===== config.mk =====
export PLATFORM = sky130hd
export DESIGN_NAME = demux1t4_collector
export DESIGN_NICKNAME = d
export VERILOG_FILES = /design/src/rtl/demux_pkg.sv /design/src/rtl/demux1t4_lane_dec.sv /design/src/rtl/demux1t4_collector.sv
export SDC_FILE = /design/constraint.sdc
export NUM_CORES = 1
export LEC_CHECK = 0
export BUFFER_PORTS_ARGS = -buffer_cell sky130_fd_sc_hd__buf_2
export CAP_MARGIN = 5
export CORE_MARGIN = 4
export CORE_UTILIZATION = 52
export DETAILED_ROUTE_END_ITERATION = 10
export GPL_TIMING_DRIVEN = 0
export PLACE_DENSITY = 0.73
export SETUP_SLACK_MARGIN = 0.15
export SLEW_MARGIN = 25
export SYNTH_ARGS = -nofsm -noshare
export SYNTH_HDL_FRONTEND = slang
export SYNTH_SLANG_ARGS = --single-unit
export TNS_END_PERCENT = 30

===== constraint.sdc =====
create_clock -name clk -period 1.9 [get_ports clk]
set_input_delay 0.095 -clock clk [delete_from_list [all_inputs] [get_ports clk]]
set_output_delay 0.095 -clock clk [all_outputs]
set_load 0.02 [all_outputs]

===== src/rtl/demux_pkg.sv =====
// ============================================================================
// demux_pkg
// Shared lane count, select width and collector state encoding.
// Revision: 1.0
// ============================================================================
`default_nettype none

package demux_pkg;
    localparam int LANES = 4;
    localparam int SEL_W = 2;

    typedef enum logic [0:0] {
        COLLECT = 1'b0,
        HOLD    = 1'b1
    } state_t;
endpackage

`default_nettype wire


===== src/rtl/demux1t4_lane_dec.sv =====
// ============================================================================
// demux1t4_lane_dec
// Turns a lane index plus enable into a one-hot lane write enable.
// Revision: 1.0
// ============================================================================
`default_nettype none

module demux1t4_lane_dec
    import demux_pkg::*;
(
    input  logic [SEL_W-1:0] lane,
    input  logic             en,
    output logic [LANES-1:0] we
);

    always_comb begin
        we = '0;
        if (en) begin
            we[lane] = 1'b1;
        end
    end

endmodule

`default_nettype wire


===== src/rtl/demux1t4_collector.sv =====
// ============================================================================
// demux1t4_collector
// Steers serial words into 4 lane slots and drains assembled frames on a
// valid/ready port; the assembly bank and output bank form a double buffer.
// Revision: 1.0
// ============================================================================
`default_nettype none

module demux1t4_collector
    import demux_pkg::*;
#(
    parameter int WIDTH = 1
) (
    input  logic                   clk,
    input  logic                   rst,
    input  logic                   in_valid,
    output logic                   in_ready,
    input  logic [WIDTH-1:0]       in_data,
    input  logic [SEL_W-1:0]       in_sel,
    input  logic                   sel_mode,
    input  logic                   in_last,
    output logic                   out_valid,
    input  logic                   out_ready,
    output logic [LANES*WIDTH-1:0] out_data,
    output logic [LANES-1:0]       out_mask
);

    state_t                 state;
    state_t                 next_state;
    logic [SEL_W-1:0]       slot;
    logic [SEL_W-1:0]       cnt;
    logic [SEL_W-1:0]       lane;
    logic [LANES*WIDTH-1:0] asm_data;
    logic [LANES*WIDTH-1:0] merged_data;
    logic [LANES-1:0]       asm_mask;
    logic [LANES-1:0]       merged_mask;
    logic [LANES-1:0]       we;
    logic                   acc;
    logic                   xfer;
    logic                   close;
    logic                   load_out;

    assign in_ready = (state == COLLECT);
    assign acc      = in_valid & in_ready;
    assign xfer     = out_valid & out_ready;
    assign lane     = sel_mode ? in_sel : slot;

    demux1t4_lane_dec u_lane_dec (
        .lane (lane),
        .en   (acc),
        .we   (we)
    );

    // Assembly bank with the current word folded in; in HOLD we is zero so
    // this is just the parked frame.
    for (genvar i = 0; i < LANES; i++) begin : g_lane
        assign merged_data[i*WIDTH +: WIDTH] = we[i] ? in_data : asm_data[i*WIDTH +: WIDTH];
    end
    assign merged_mask = asm_mask | we;

    assign close    = acc & ((cnt == SEL_W'(LANES - 1)) | in_last);
    assign load_out = (close & (~out_valid | out_ready)) | ((state == HOLD) & xfer);

    always_comb begin
        next_state = state;
        case (state)
            COLLECT: if (close && !load_out) next_state = HOLD;
            HOLD:    if (xfer)               next_state = COLLECT;
            default:                         next_state = COLLECT;
        endcase
    end

    always_ff @(posedge clk or posedge rst) begin
        if (rst) begin
            state <= COLLECT;
        end else begin
            state <= next_state;
        end
    end

    always_ff @(posedge clk or posedge rst) begin
        if (rst) begin
            out_valid <= 1'b0;
            out_data  <= '0;
            out_mask  <= '0;
        end else if (load_out) begin
            out_valid <= 1'b1;
            out_data  <= merged_data;
            out_mask  <= merged_mask;
        end else if (xfer) begin
            out_valid <= 1'b0;
        end
    end

    always_ff @(posedge clk or posedge rst) begin
        if (rst) begin
            asm_data <= '0;
            asm_mask <= '0;
            cnt      <= '0;
            slot     <= '0;
        end else if (load_out) begin
            asm_data <= '0;
            asm_mask <= '0;
            cnt      <= '0;
            slot     <= '0;
        end else if (close) begin
            // Output busy: park the completed frame until the drain frees it.
            asm_data <= merged_data;
            asm_mask <= merged_mask;
            cnt      <= '0;
            slot     <= '0;
        end else if (acc) begin
            asm_data <= merged_data;
            asm_mask <= merged_mask;
            cnt      <= cnt + 1'b1;
            slot     <= slot + 1'b1;
        end
    end

endmodule

`default_nettype wire


==> results.sh <==
export IMPL_status="finished clean"
export IMPL_syn_avg_cell_area_um2=10.6
export IMPL_cp_data_arrival_time_ps=1760
export IMPL_fin_util=0.665
export IMPL_core_area_um2=1750
export IMPL_synthAdderAreaFrac=0.0129
export IMPL_ys_top_cells_by_area="dfrtp_1 57%, nor2_1 8.9%, a21oi_1 5.2%, mux2i_1 4.1%, mux2i_2 2.8%"
export IMPL_synthCells=91
export IMPL_cts_max_path_buffers=2
export IMPL_num_fill_cells=159
export IMPL_tritoncts="built"
export IMPL_postRouteAntennaNets=0
export IMPL_wl_um=1880
export IMPL_skew_ps=3.74
export IMPL_grt_pass1_wl_um=3170
export IMPL_worst_slack_ps=337
export IMPL_first_iter_violations=14
export IMPL_power_frac_comb=0.457
export IMPL_crit_family="multiplexers"
export IMPL_drive_above_1_share=0.308
export IMPL_relSlewSlack=0.467
export IMPL_drcViolationCount=0
export IMPL_fin_setup_tns_ps=0
export IMPL_yosys_mux_area_fraction=0.0698
export IMPL_dpl_cell_area_um2=1090
export IMPL_switchingPower_mw=0.786
export IMPL_power_share_clock=0.134
export IMPL_synth_xor_area_share=0
export IMPL_finalMaxSlewViolations=0
export IMPL_ys_flop_type="dfrtp_1"
export IMPL_antennaDiodeCount=0
export IMPL_fp_dieW_um=51.2
export IMPL_yosys_register_bits=22
export IMPL_avgViaCountPerCell=5.11
export IMPL_ios=19
export IMPL_hold_violations=0
export IMPL_synth_commonest_cells="23 x nor2_1, 22 x dfrtp_1, 10 x a21oi_1"
export IMPL_cts_repair_resized=0
export IMPL_start_util=0.555
export IMPL_rsz0062_at_grt="no"
export IMPL_grt_pass1_vias=762
export IMPL_synth_top_area_cell="dfrtp_1"
export IMPL_p_int_mw=1.12
export IMPL_power_frac_seq=0.410
export IMPL_synth_area_um2=968
export IMPL_cts_root_buf="clkbuf_4"
export IMPL_ff_latch_area_um2=551
export IMPL_maxCapViolCount=0
export IMPL_drt_pass1_iterations=4
export IMPL_cts_clk_slew_worst_paths_ps=120
export IMPL_ir_drop_mv=1.06
export IMPL_critPathCaptureType="flip-flop"
export IMPL_crit_chain="mux2i_2, nor3b_2, mux2i_1, a21oi_2"
export IMPL_dieArea_um2=2620
export IMPL_max_stage_delay_ps=420
export IMPL_grt_overflow_total=0
export IMPL_cts_buffers=3
export IMPL_grt_total_usage=0.161
export IMPL_synth_compound_area_share=0.132
export IMPL_ys_seq_area_frac=0.568
export IMPL_synth_edf_count=0
export IMPL_synth_warnings=0
export IMPL_worst_pin_slew_ps=798
export IMPL_synth_top_family_by_area="simple AND/OR/NAND/NOR gates"
export IMPL_finalCriticalPeriod_ps=1560
export IMPL_synth_fp_nets=101
export IMPL_cp_required_ps=2100
export IMPL_yosys_area_share_simple=0.185
export IMPL_fp_row_count=15
export IMPL_grt_max_degree=23
export IMPL_switching_share=0.413
export IMPL_min_path_type="input port to flip-flop"
export IMPL_die_y_um=51.2
export IMPL_dpl_worst_slack_ps=236
export IMPL_leakagePower_nw=0.553
export IMPL_yosysTopAreaCellShare=0.568
export IMPL_finalCritPeriodShare=0.823
export IMPL_portBuffers=18
export IMPL_fmaxAchievable_ghz=0.640
export IMPL_area_growth_pct=19.9
export IMPL_crit_fanout=5
export IMPL_finish_instance_area_um2=1160
export IMPL_clock_sinks=22
export IMPL_start_kind="flip-flop"
export IMPL_gp_congestion=0.785
export IMPL_p_per_area_nw_per_um2=1640
export IMPL_antenna_found_initial=0
export IMPL_multi_input_area_um2=387
export IMPL_dp_hpwl_um=1390
export IMPL_ys_types=24
export IMPL_htree_levels=1
export IMPL_clock_latency_ps=300
export IMPL_synth_most_common_cell="nor2_1"
export IMPL_critPathSlowestCell="dfrtp_1"
export IMPL_synthArstFlopShare=1.00
export IMPL_path_class="flip-flop to flip-flop"
export IMPL_vias=726
export IMPL_fin_nets=128
export IMPL_wl_per_cell_um=13.3
export IMPL_finalSetupViolations=0
export IMPL_crit_buf_inv=0
## cell type report
cell class	instances	area share
clock buffers	4	0.0313
repair buffers	22	0.108
plain buffers	3	0.0172
inverters	3	0.00970
multi-input cells	63	0.333
flip-flops and latches	22	0.474
well taps	25	0.0269
## worst reg2reg max path: cells and delay by family, from the launching register on
family	cells	cell delay (ps)
muxes	2	650
DFF	1	420
and+or+nand+nor	1	300
AOI/OAI and AO/OA	1	90
## per-layer routing
| metal | wire length (µm) | GRT usage |
|---|---|---|
| met5 | 0 | 0 |
| met2 | 929 | 0.277 |
| met3 | 59 | 0.0175 |
| met1 | 875 | 0.205 |
| met4 | 17 | 0.0673 |
## registers in the layout (all words and copies together) (netlist names)
name       flops
out_data       4
state          1
asm_data       4
out_valid      1
out_mask       4
slot           2
asm_mask       4
cnt            2
## placed cells by master (no fill, tap or decap)
cell type      instances
nor2_1                23
nor2b_1                3
mux2i_2                2
ha_1                   1
nand2_1                1
nand3b_1               1
inv_1                  3
o21ai_0                3
nor3_2                 1
dlygate4sd3_1          2
a22oi_1                1
nor3_1                 2
a21oi_2                2
nand3_1                1
or2_2                  1
buf_4                  4
mux2i_1                4
buf_2                 19
a31oi_1                2
dfrtp_1               22
nand2b_1               1
clkbuf_8               1
clkbuf_4               3
o21ai_1                1
nor3b_2                2
a211oi_4               1
a21oi_1               10
## kinds of logic (layout without fill, tap and decap cells)
family	after synthesis	after routing
adder cells (fa/ha/maj)	1	1
AO/OA/AOI/OAI	20	20
buffers and inverters	6	32
multiplexers	6	6
AND/OR/NAND/NOR	36	36
flip-flops	22	22
## stage by stage
stage	cells	hold WS, ps	power (mW)
CTS	140	107	1.88
global route	142	115	2.05
floorplan	91	84.2	1.38
detailed placement	134	286	1.63
finish	142	111	1.90
global placement	134	291	1.59
## path summary, 6_finish.rpt
check	start	to	slack (ps)	cells after the start
worst max-delay path	slot[1]$_DFFE_PP0P_	out_data[1]$_DFFE_PP0P_	340	4
worst min-delay path	in_valid	state$_DFF_PP0_	110	3
worst max register to register	slot[1]$_DFFE_PP0P_	out_data[1]$_DFFE_PP0P_	340	4
worst min register to register	asm_mask[2]$_DFFE_PP0P_	asm_mask[2]$_DFFE_PP0P_	500	2
max in group asynchronous	rst	out_data[2]$_DFFE_PP0P_	930	3
min in group asynchronous	rst	out_data[0]$_DFFE_PP0P_	470	3
## what timing repair did
item | CTS | global route
setup buffers | 0 | 2
endpoints found under the hold margin | 23 | 0
endpoints found under the setup margin | 0 | 19
hold buffers | 2 | 0
## power by group through the flow
stage | combinational, mW | clock [mW] | sequential (mW)
3_3_place_gp | 0.819 | 0 | 0.776
3_5_place_dp | 0.841 | 0 | 0.791
5_1_grt | 0.965 | 0.275 | 0.807
6_report | 0.869 | 0.254 | 0.780
2_1_floorplan | 0.487 | 0 | 0.894
4_1_cts | 0.845 | 0.257 | 0.781
No activity file was read; power rests on OpenSTA's default activity.
